==> src/rtl/plugboard_prog.sv <==
// plugboard_prog: runtime-programmable Enigma plugboard with a registered one-hot letter permutation stage.
// Optional build macro PLUGBOARD_DEFAULT_MAP_EN: reset and clear load the standard 12-pair map instead of identity.
module plugboard_prog #(
   parameter int N_LETTERS = 26,
   parameter int MAX_PAIRS = 13,
   parameter int IDX_W     = 5
) (
   input  logic                 clk,
   input  logic                 rst_n,
   input  logic                 cfg_clear,
   input  logic                 cfg_valid,
   input  logic [IDX_W-1:0]     cfg_a,
   input  logic [IDX_W-1:0]     cfg_b,
   output logic                 cfg_ready,
   output logic                 cfg_err,
   output logic [IDX_W-1:0]     pair_count,
   input  logic                 in_valid,
   input  logic [N_LETTERS-1:0] in_letter,
   output logic                 in_ready,
   output logic                 out_valid,
   output logic [N_LETTERS-1:0] out_letter,
   input  logic                 out_ready
);
   typedef enum logic [1:0] {IDLE, CHECK, WRITE, CLEAR} state_t;
`ifdef PLUGBOARD_DEFAULT_MAP_EN
   localparam int DEF_MAP [26] = '{25, 2, 1, 24, 20, 15, 12, 22, 18, 21, 19, 11, 6,
                                   16, 14, 5, 13, 23, 8, 10, 4, 9, 7, 17, 3, 0};
   localparam logic [IDX_W-1:0] INIT_PAIRS = IDX_W'(12);
   if (N_LETTERS != 26) begin : g_bad_alphabet
      $error("PLUGBOARD_DEFAULT_MAP_EN requires N_LETTERS == 26");
   end
   function automatic logic [IDX_W-1:0] reset_entry(input int i);
      return IDX_W'(DEF_MAP[i]);
   endfunction
`else
   localparam logic [IDX_W-1:0] INIT_PAIRS = '0;
   function automatic logic [IDX_W-1:0] reset_entry(input int i);
      return IDX_W'(i);
   endfunction
`endif
   state_t                 state_q, state_d;
   logic [IDX_W-1:0]       a_q, a_d, b_q, b_d;
   logic [IDX_W-1:0]       map_q [N_LETTERS];
   logic [IDX_W-1:0]       map_d [N_LETTERS];
   logic [IDX_W-1:0]       pair_count_q, pair_count_d;
   logic                   out_valid_q, out_valid_d;
   logic [N_LETTERS-1:0]   out_letter_q, out_letter_d, perm;
   logic                   reject, accept;
   // Latched pair is only checked after a cycle, so the table lookup is registered-input only.
   assign reject = (a_q == b_q) | (int'(a_q) >= N_LETTERS) | (int'(b_q) >= N_LETTERS) |
                   (map_q[a_q] != a_q) | (map_q[b_q] != b_q) |
                   (pair_count_q == IDX_W'(MAX_PAIRS));
   // State and captured pair registers.
   always_ff @(posedge clk or negedge rst_n) begin
      if (!rst_n) begin
         state_q <= IDLE;
         a_q     <= '0;
         b_q     <= '0;
      end else begin
         state_q <= state_d;
         a_q     <= a_d;
         b_q     <= b_d;
      end
   end
   // Config FSM next state; a clear request in IDLE always beats a pending pair.
   always_comb begin
      state_d = state_q;
      a_d     = a_q;
      b_d     = b_q;
      case (state_q)
         IDLE: begin
            if (cfg_clear) state_d = CLEAR;
            else if (cfg_valid) begin
               state_d = CHECK;
               a_d     = cfg_a;
               b_d     = cfg_b;
            end
         end
         CHECK:   state_d = reject ? IDLE : WRITE;
         default: state_d = IDLE;
      endcase
   end
   // Config FSM outputs; letters only flow in IDLE so the map never changes under a letter in flight.
   always_comb begin
      cfg_ready = (state_q == IDLE) & !cfg_clear;
      cfg_err   = (state_q == CHECK) & reject;
      in_ready  = (state_q == IDLE) & !cfg_clear & (!out_valid_q | out_ready);
   end
   // Table update: WRITE installs both halves of the pair so the map stays an involution.
   always_comb begin
      map_d        = map_q;
      pair_count_d = pair_count_q;
      if (state_q == WRITE) begin
         map_d[a_q]   = b_q;
         map_d[b_q]   = a_q;
         pair_count_d = pair_count_q + 1'b1;
      end else if (state_q == CLEAR) begin
         for (int i = 0; i < N_LETTERS; i++) map_d[i] = reset_entry(i);
         pair_count_d = INIT_PAIRS;
      end
   end
   // Swap table and pair counter.
   always_ff @(posedge clk or negedge rst_n) begin
      if (!rst_n) begin
         for (int i = 0; i < N_LETTERS; i++) map_q[i] <= reset_entry(i);
         pair_count_q <= INIT_PAIRS;
      end else begin
         map_q        <= map_d;
         pair_count_q <= pair_count_d;
      end
   end
   // Bitwise permutation; non-one-hot inputs pass through with popcount preserved.
   always_comb begin
      perm = '0;
      for (int j = 0; j < N_LETTERS; j++) perm[j] = in_letter[map_q[j]];
   end
   // Output stage next state: load on accept, drop valid once consumed, otherwise hold.
   always_comb begin
      accept       = in_valid & in_ready;
      out_valid_d  = accept | (out_valid_q & !out_ready);
      out_letter_d = accept ? perm : out_letter_q;
   end
   // Output register.
   always_ff @(posedge clk or negedge rst_n) begin
      if (!rst_n) begin
         out_valid_q  <= 1'b0;
         out_letter_q <= '0;
      end else begin
         out_valid_q  <= out_valid_d;
         out_letter_q <= out_letter_d;
      end
   end
   assign pair_count = pair_count_q;
   assign out_valid  = out_valid_q;
   assign out_letter = out_letter_q;
endmodule

==> config.mk <==
export PLATFORM = sky130hd
export DESIGN_NAME = plugboard_prog
export DESIGN_NICKNAME = d
export VERILOG_FILES = /design/src/rtl/plugboard_prog.sv
export SDC_FILE = /design/constraint.sdc
export NUM_CORES = 1
export LEC_CHECK = 0
export CAP_MARGIN = 20
export CORE_AREA = 2 2 159 317
export CTS_CLUSTER_DIAMETER = 80
export DETAILED_ROUTE_END_ITERATION = 10
export DIE_AREA = 0 0 161 319
export PLACE_DENSITY = 0.51
export SLEW_MARGIN = 40
export SYNTH_ARGS = -nofsm -noshare
export SYNTH_HDL_FRONTEND = slang
export SYNTH_SLANG_ARGS = --single-unit
==> constraint.sdc <==
create_clock -name clk -period 3.25 [get_ports clk]
set_clock_uncertainty 0.2 [all_clocks]
set_input_delay 0.325 -clock clk [delete_from_list [all_inputs] [get_ports clk]]
set_output_delay 0.325 -clock clk [all_outputs]
set_load 0.05 [all_outputs]
# Word-level counts from Yosys, hierarchy flattened
# Index checks and enable logic that the tools add are counted.
# totals
register_bits	174
out_inout_bits	35
inputBits	42
# op_classes
bitwise_logic	15
eq_ne	8
muxes	72
magnitude_cmp	32
add_sub_neg	1
reduce_logical	8
# ops
cell	count
bitwise mux 130 bit	2
2-to-1 mux 130 bit	2
< comparator 5 x 6 -> 1 bit, second input constant	26
binary-select mux 1 bit (select 5 bit)	26
binary-select mux 5 bit (select 5 bit)	2
demux 5 bit (select 5 bit)	2
2-to-1 mux 5 bit	8
2-to-1 mux 1 bit	26
>= comparator 6 bit, second input constant	2
< comparator 6 x 1 -> 1 bit, second input constant	2
inverter 5 -> 6 bit	2
>= comparator 5 bit, second input constant	2
!= test 5 bit	2
bitwise OR 1 bit	7
2-to-1 mux 2 bit	3
adder 5 x 1 -> 5 bit, second input constant	1
bitwise AND 1 bit	5
== test 5 x 4 -> 1 bit, second input constant	1
== test 5 bit	1
== test 2 bit, second input constant	2
one-hot mux 2 bit (2 select lines)	1
zero test 1 bit	3
!= test 3 bit, second input constant	1
AND reduction 3 bit	1
other kinds (5)	6

# Depth between registers and ports, before layout
# Gate-level depths: netlist of the first run.
# depth
ltp_word	10
ltp_mapped	10
ltp_nobuf	8

# Worst setup path before layout of the first run
# Ideal clock, no wire load.
# synth_path
path_kind	reg2reg
from	reg state_q[0]
to	reg out_letter_q[21] (netlist: out_letter[21])
path_buffers	1
period_less_slack_ns	3.444
setup_slack_ns	-0.194
path_stages_with_launch	7
setup_time_ns	0.135
t_arrival_ns	3.108
path_cell_list	dfrtp_1 -> nor3_1 -> nor2b_1 -> nand2_1 -> clkbuf_1 -> nand2_1 -> o21ai_0
# synth_between
elab_chain_len	4
# synth_rtl
item	line	source
from (decl)	41	state_t state_q, state_d;
from (signal assigned)	60	state_q <= state_d;
zero test 2 bit	n/a	
bitwise AND 1 bit	n/a	
via cfg_ready	14	output logic cfg_ready,
bitwise AND 1 bit	87	in_ready = (state_q == IDLE) & !cfg_clear & (!out_valid_q | out_ready);
via in_ready	19	output logic in_ready,
bitwise AND 1 bit	119	accept = in_valid & in_ready;
to (signal assigned)	130	out_letter_q <= out_letter_d;
to (decl)	47	logic [N_LETTERS-1:0] out_letter_q, out_letter_d, perm;
# The timed path passes the listed nets, and every way through them passes these cells.
# A chain may end at the register's enable or synchronous reset.

# Worst setup path after layout of the first run
# layout_path
from	reg a_q[0]
to	out cfg_err
# layout_between
elab_chain_len	9
elab_cells_between_ends	13
# layout_rtl
item	line	source
from (decl)	42	logic [IDX_W-1:0] a_q, a_d, b_q, b_d;
from (signal assigned)	57	a_q <= '0;
from (signal assigned)	61	a_q <= a_d;
inverter 5 -> 6 bit (not written as such)	51	(map_q[a_q] != a_q) | (map_q[b_q] != b_q) |
binary-select mux 5 bit (select 5 bit)	51	
2-to-1 mux 5 bit (not written as such) (2 in series)	51	
!= test 5 bit	51	
bitwise OR 1 bit (*)	50	assign reject = (a_q == b_q) | (int'(a_q) >= N_LETTERS) | (int'(b_q) >= N_LETTERS) |
bitwise OR 1 bit (*) (2 in series)	51	
bitwise AND 1 bit (*)	86	cfg_err = (state_q == CHECK) & reject;
to (decl)	15	output logic cfg_err,
# Mark *: on every way between the ends. The rest lies on a longest branch, timed or not. The select of a mux whose other input is x is not followed.

==> results by group, run 1 <==
Outcome
  – Status: complete, but fails checks
  – Failing checks: setup timing

CTS
  – CTS sink count: roughly 170
  – Clk slew on worst S/H paths: ~80 ps
  – Worst-skew pair later-pin latency: approximately 470 ps
  – Total CTS buffers: 17
  – Clock root buffer: clkbuf_16
  – Clock H-tree levels: 4
  – CTS tree: built
  – CTS Buffer Depth: 2

Yosys
  – Cells after Synth: 1602
  – Post-synthesis sequential area ratio: a little over a quarter
  – YS warnings: 0
  – Syn_nets: ~1600
  – Yosys cell types: 70
  – Syn_area_per_cell: 10.3 um^2
  – Ys flop type: dfrtp_1
  – Synth Register Bits: between 150 and 200
  – Async SR Flop Fraction: 100%
  – Netlist Area Pre-Place: ~0.017 mm^2
  – EDFF count, synth: 0

Hold path
  – Hold Crit Class: input port to asynchronous set/reset pin

Die
  – Core area: 0.0489 mm^2
  – I/O pin count: 77
  – Chip height: around 320 um
  – Row count: around 120
  – Total Die Area: a little over 0.05 mm^2
  – Width of the die: approximately 160 um
  – Starting density of the core: 33.8%

Timing
  – Minimum clock period: approximately 3600 ps
  – Final period util: 111%
  – Max Freq: roughly 0.28 GHz
  – Rel. slew slack: between 40% and 50%
  – Worst Setup Slack, final: -353 ps
  – Final setup violation count: 1
  – Fin. max-slew vios: 0
  – Final Hold Viols: 0
  – RSZ-0062 raised after global routing: true
  – Slew @ Worst Pin: 852 ps

Power
  – Clock share of power: 11.3%
  – NetSw: about 9.5 mW
  – Int Pwr: between 10 and 15 mW
  – Leakage: 7.50 nW
  – Switching share of power: 47.0%
  – PwrDens: 1010 mW/mm^2
  – Sequential Power Share: approximately a quarter
  – Comb pwr share: between 60% and 70%
  – Peak VDD IR: 509 uV
  – Final Power: 20.3 mW

Route
  – DR vias: around 16000
  – DRT iter0 DRCs: 1752
  – Routed wire length: just over 70000 um
  – ANT nets after route: 0
  – Via density: roughly 6.6
  – Routed length per instance: 30.3 um
  – Residual DRC count: 0
  – DRT Pass-1 Iters: 6

Layout
  – Filler instances: 4848
  – Final core occ: 41.2%
  – Layout net count: around 1800
  – Antenna Cells: 0
  – Layout cells sized above 1: 36.5%
  – Area Overhead vs Synth: 21.8%

GRT
  – Tot GR Track Use: ~28%
  – First-pass GRT wire length: ~110000 um
  – Grt peak-use layer: met2
  – Initial antenna violation count: 3
  – Grt total ovfl: 0
  – Vias in the first global route: 15500
  – Met2 usage: 45.1%
  – Met1 Resource Use GR: 35.8%
  – Grt met3 use: about 6.6%
  – Largest net degree at the start of global routing: 90

Setup path
  – Worst-path maximum fanout: 6
  – CP Capture Type: primary output
  – CP arrival: 3080 ps
  – CP required: 2720 ps
  – Critical Path Source: a_q[0]$_DFFE_PN0P_
  – Worst Setup Start Kind: register
  – Critical R2R Launch: a_q[4]$_DFFE_PN0P_
  – Critical path's largest stage delay: 570 ps
  – Crit path kind: register to primary output
  – Crit path cell chain: buf_12 > buf_4 > mux4_2 > a22oi_2 > nand2_1 > mux2i_2 > nor4_4 > a31oi_4 > buf_8
  – Slowest CP cell: mux4_2

Place
  – Detail Placement HPWL: about 49000 um
  – GPL Wtd Cong: approximately 0.98
  – IO Port Bufs: between 70 and 80

Run
  – Max-cap violations: 0
registers in the layout, indices dropped and copies added, names as in the netlist:
signal	cells
b_q	5
map_q	130
state_q	2
pair_count	5
out_valid	1
out_letter	26
a_q	5
Yosys cell counts (5+ instances only):
library cell	count	area (um^2)
a221oi_1	22	193
mux4_1	8	210
o31ai_1	23	173
a211oi_1	23	173
mux2i_1	88	881
buf_4	8	60.1
nand3b_1	27	203
nand2b_1	15	93.8
o31a_1	7	61.3
buf_2	32	160
o211ai_1	27	203
nor2b_1	13	81.3
mux4_2	211	4750
nor4_1	8	50.1
a21oi_1	35	175
dfstp_2	57	1500
xnor2_1	5	43.8
dfrtp_1	117	2930
nor2_1	103	387
o32ai_1	6	52.6
nand3_1	7	35.0
a22oi_1	75	563
nand2_1	177	664
buf_1	12	45.0
a31oi_1	7	43.8
nor3_1	39	195
o22ai_1	23	144
mux2_2	31	349
o21ai_0	165	826
clkbuf_1	143	537
inv_1	16	60.1
worst paths after layout:
check	slack, ps	depth (start not counted)	end
min in group clk	220	3	b_q[3]$_DFFE_PN0P_
max	-350	9	cfg_err
min	90	2	out_letter[2]$_DFFE_PN0P_
min reg2reg	280	2	out_letter[25]$_DFFE_PN0P_
max in group asynchronous	1790	4	map_q[9]$_DFFE_PN1P_
max reg2reg	130	12	state_q[1]$_DFFE_PN0P_
stage by stage:
| stage | std cells | setup TNS (ps) | hold WS (ps) | setup slack (ps) | area, um^2 |
|---|---|---|---|---|---|
| floorplan | 1602 | 0 | -171 | 96.7 | 16500 |
| global placement | 2347 | -117 | 254 | -117 | 19100 |
| detailed placement | 2347 | -160 | 248 | -160 | 19100 |
| CTS | 2401 | -306 | 201 | -306 | 20000 |
| global route | 2404 | -425 | 94.8 | -425 | 20100 |
| finish | 2404 | -353 | 85.6 | -353 | 20100 |
kinds of logic after synthesis:
group,Yosys count,synth area share [%]
AOI/OAI and AO/OA,442,17.4
muxes,340,37.6
adders and majority gates,2,0.151
and+or+nand+nor,413,11.5
buffers and inverters,223,6.09
DFF,174,26.8
xor gates and xnor gates,8,0.424
final cells by class:
type	instances	area (um^2)	area share, %
Clock inverter	14	180	0.895
Timing Repair Buffer	334	2950	14.7
Tap cell	643	805	4.00
Inverter	16	60.1	0.298
Multi-Input combinational cell	1205	11200	55.9
Sequential cell	174	4450	22.1
Clock buffer	18	439	2.18
routing by layer:
layer	part of all wire, %	wire [um]
met1	37	27200
met3	10	7470
met4	5.5	3970
met5	0	0
met2	47	34100
power groups by stage:
stage	Clock [mW]	Combinational (mW)	Sequential, mW
floorplan	0	7.83	4.63
global placement	0	12.1	5.09
detailed placement	0	12.1	5.09
CTS	2.32	12.6	5.02
global route	2.40	13.6	5.15
finish	2.29	12.9	5.07
worst max-delay path, delay by kind of cell (launching register included):
kind	cells	cell delay, ps
and+or+nand+nor	2	460
DFF	1	530
buffers and inverters	3	490
muxes	2	750
AOI/OAI and AO/OA	2	380
cells in the final DEF, fill, tap and decap left out, types with 5 or more instances in the layout:
master | Yosys | final
nor2b_1 | 13 | 13
nand2b_1 | 15 | 14
dfrtp_1 | 117 | 107
mux2i_1 | 88 | 85
o31a_1 | 7 | 7
nand3b_1 | 27 | 27
o22ai_1 | 23 | 22
a22oi_1 | 75 | 73
a211oi_1 | 23 | 22
nand3_1 | 7 | 7
a21oi_1 | 35 | 35
dfrtp_2 | 0 | 6
buf_4 | 8 | 235
o31ai_1 | 23 | 15
o21ai_0 | 165 | 165
a31oi_1 | 7 | 6
dfstp_2 | 57 | 57
buf_8 | 0 | 6
o31ai_2 | 0 | 8
nor4_1 | 8 | 8
buf_12 | 4 | 14
xnor2_1 | 5 | 5
mux4_2 | 211 | 212
inv_6 | 0 | 5
mux2_2 | 31 | 31
o211ai_1 | 27 | 27
nor3_1 | 39 | 37
inv_1 | 16 | 16
mux4_1 | 8 | 7
o32ai_1 | 6 | 5
clkbuf_16 | 0 | 17
clkdlybuf4s50_1 | 0 | 72
nand2_1 | 177 | 175
nor2_1 | 103 | 102
a221oi_1 | 22 | 22
repair_timing:
item                                    in CTS  in global routing
hold buffers                                 1                  0
endpoints found under the setup margin       1                  1
pin swaps                                   15                  6
setup buffers                               23                  2
endpoints found under the hold margin       60                  0
resized for setup                           37                  7
Note: power is estimated with default switching activity, not from simulation.
==> run 2: changes to the inputs <==
--- a/config.mk
+++ b/config.mk
@@ -6,10 +6,11 @@
 export NUM_CORES = 1
 export LEC_CHECK = 0
 export CAP_MARGIN = 20
-export CORE_AREA = 2 2 159 317
+export CORE_AREA = 4 4 161 319
 export CTS_CLUSTER_DIAMETER = 80
 export DETAILED_ROUTE_END_ITERATION = 10
-export DIE_AREA = 0 0 161 319
+export DIE_AREA = 0 0 165 323
+export MAX_ROUTING_LAYER = met4
 export PLACE_DENSITY = 0.51
 export SLEW_MARGIN = 40
 export SYNTH_ARGS = -nofsm -noshare
==> run 2 against run 1 <==
Compared with the run above: the run still ends with setup timing left; sequential power shrank 2%; sequential cell count is the same; hold slack gained 79 ps; register-to-register slack gained 80 ps; maximum frequency shrank 2.2%; combinational power grew 8%; routed wire length grew 14%; sequential share of layout area shrank 0.70 points; setup slack lost 81 ps; count of clock-buffer cells in the layout grew 2; first-iteration DRC count grew 1.9%; power grew 4.1%; largest power group unchanged.
==> results by group, run 2 (synthesis results as in run 1) <==
Layout
  – Area Overhead vs Synth: 25.7% (was 21.8%)
  – Layout net count: 1847 (was 1792)
  – Layout cells sized above 1: 38.6% (was 36.5%)
  – Most frequent cells in the layout: 274 x buf_4, 213 x mux4_2, 174 x nand2_1, 165 x o21ai_0, 107 x dfrtp_1 (was 235 x buf_4, 212 x mux4_2, 175 x nand2_1, 165 x o21ai_0, 107 x dfrtp_1)
  – Final core occ: 42.4% (was 41.2%)
  – Commonest non-fill, non-tap cell in the layout: buf_4 (unchanged)
  – Filler instances: 4665 (was 4848)
  – Largest Register: map_q (unchanged)
  – Max reg flops: 130 (unchanged)

Setup path
  – Worst-path maximum fanout: 7 (was 6)
  – Worst reg2reg path depth: 9 (was 12)
  – CP Capture Type: primary output (unchanged)
  – RR Endpoint: state_q[1]$_DFFE_PN0P_ (unchanged)
  – R2r setup slk: 210 ps (was 130 ps)
  – Critical Path Source: a_q[3]$_DFFE_PN0P_ (was a_q[0]$_DFFE_PN0P_)
  – Crit path kind: register to primary output (unchanged)
  – Critical R2R Launch: b_q[0]$_DFFE_PN0P_ (was a_q[4]$_DFFE_PN0P_)
  – Worst Setup Start Kind: register (unchanged)
  – CP required: 2720 ps (about the same)
  – CP arrival: 3160 ps (was 3080 ps)

Place
  – IO Port Bufs: 76 (unchanged)
  – Detail Placement HPWL: 57700 um (was 49100 um)
  – Pre-CTS WS: -260 ps (was -160 ps)
  – GPL Wtd Cong: 1.06 (was 0.976)

Die
  – Total Die Area: 0.0533 mm^2 (was 0.0514 mm^2)
  – Width of the die: 165 um (was 161 um)
  – Row count: 115 (unchanged)
  – Chip height: 323 um (was 319 um)
  – Starting density of the core: 33.7% (was 33.8%)
  – I/O pin count: 77 (unchanged)
  – Core area: 0.0491 mm^2 (was 0.0489 mm^2)

Timing
  – Rel. slew slack: 46.1% (was 42.7%)
  – Max Freq: 0.271 GHz (was 0.278 GHz)
  – Final setup violation count: 1 (unchanged)
  – Worst Setup Slack, final: -434 ps (was -353 ps)
  – Min Hold Slack: 165 ps (was 85.6 ps)
  – RSZ-0062 raised after global routing: true (unchanged)
  – Fin. max-slew vios: 0 (unchanged)
  – Minimum clock period: 3680 ps (was 3600 ps)
  – Final period util: 113% (was 111%)
  – Final Hold Viols: 0 (unchanged)
  – Slew @ Worst Pin: 800 ps (was 852 ps)

Outcome
  – Status: complete, but fails checks (unchanged)
  – Failing checks: setup timing (unchanged)

GRT
  – First-pass GRT wire length: 118000 um (was 106000 um)
  – Vias in the first global route: 16800 (was 15500)
  – Largest net degree at the start of global routing: 70 (was 90)
  – Tot GR Track Use: 32.2% (was 28.1%)
  – Initial antenna violation count: 1 (was 3)
  – Grt total ovfl: 0 (unchanged)

Route
  – DRT Pass-1 Iters: 6 (unchanged)
  – Routed wire length: 83200 um (was 72800 um)
  – ANT nets after route: 0 (unchanged)
  – DR vias: 16300 (was 15900)
  – DRT iter0 DRCs: 1786 (was 1752)
  – Routed length per instance: 33.8 um (was 30.3 um)
  – Residual DRC count: 0 (unchanged)
  – Via density: 6.63 (was 6.60)

Power
  – Leakage: 7.85 nW (was 7.50 nW)
  – Clock share of power: 10.4% (was 11.3%)
  – Peak VDD IR: 344 uV (was 509 uV)
  – NetSw: 9.98 mW (was 9.52 mW)
  – Int Pwr: 11.1 mW (was 10.7 mW)
  – Switching share of power: 47.3% (was 47.0%)
  – Sequential Power Share: 23.6% (was 25.0%)
  – PwrDens: 1010 mW/mm^2 (about the same)
  – Comb pwr share: 66.0% (was 63.6%)

CTS
  – CTS sink count: 174 (unchanged)
  – Clk slew on worst S/H paths: 70 ps (was 80 ps)
  – Worst-skew pair later-pin latency: 480 ps (was 470 ps)
  – CTS Buffer Depth: 2 (unchanged)
  – CTS tree: built (unchanged)
  – Clock H-tree levels: 4 (unchanged)
  – Clock root buffer: clkbuf_16 (unchanged)
  – Total CTS buffers: 17 (unchanged)

Run
  – Max-cap violations: 0 (unchanged)

Hold path
  – Hold Crit Class: input port to asynchronous set/reset pin (unchanged)
==> run 2: worst max-delay path by stage <==
stage	end	cells after the start	slack, ps
after floorplan	cfg_err	9	100
after global placement	cfg_err	10	-240
after detailed placement	cfg_err	10	-260
after CTS	cfg_err	13	-430
after global routing	cfg_err	10	-540
final	cfg_err	10	-430
==> run 2: metal layers <==
metal	vias to the layer above	wire length, um	GRT usage, %
met5	-	0	-
met4	0	10200	29.5
met3	444	5380	5.24
met2	1070	42700	54.8
met1	8095	25000	30.3
li1	6702	-	-
==> run 2: worst max-delay path, cell delays in order (launching register included) <==
cell and delay [ps]:
dfrtp_2 510, buf_4 210, nor4bb_1 170, and3_1 200, a2111o_1 430, o21a_1 190
o211ai_1 280, nor4_2 70, buf_4 160, a31oi_4 260, buf_6 200
==> run 2: timing repair <==
action,in CTS,in global routing
endpoints found under the setup margin,1,1
resized for setup,39,3
hold endpoints to repair,49,0
pin swaps,18,3
hold buffers,1,0
setup buffers,21,1
cloned,3,0
==> run 2: metrics by stage <==
step           cell area (um^2)  total power, mW  instances  setup TNS (ps)
2_1_floorplan             16500             12.5       1602               0
3_3_place_gp              19700             17.8       2401            -239
3_5_place_dp              19700             18.0       2401            -260
4_1_cts                   20700             20.9       2458            -434
5_1_grt                   20800             21.9       2459            -536
6_report                  20800             21.1       2460            -434
==> run 2: cell type report <==
cell class	instances	area (um^2)	area share [%]
inverters	16	60.1	0.289
flip-flops and latches	174	4450	21.4
clock buffers	20	467	2.25
repair buffers	389	3590	17.3
well taps	643	805	3.87
multi-input cells	1205	11300	54.3
clock inverters	12	134	0.644
diodes	1	2.50	0.0120
==> run 2: power groups by stage <==
stage	combinational, mW	sequential (mW)	clock, mW
after floorplan	7.83	4.63	0
after global placement	12.8	4.98	0
after detailed placement	13.0	5.01	0
after CTS	13.7	4.95	2.24
after global routing	14.6	5.05	2.32
final	13.9	4.98	2.20
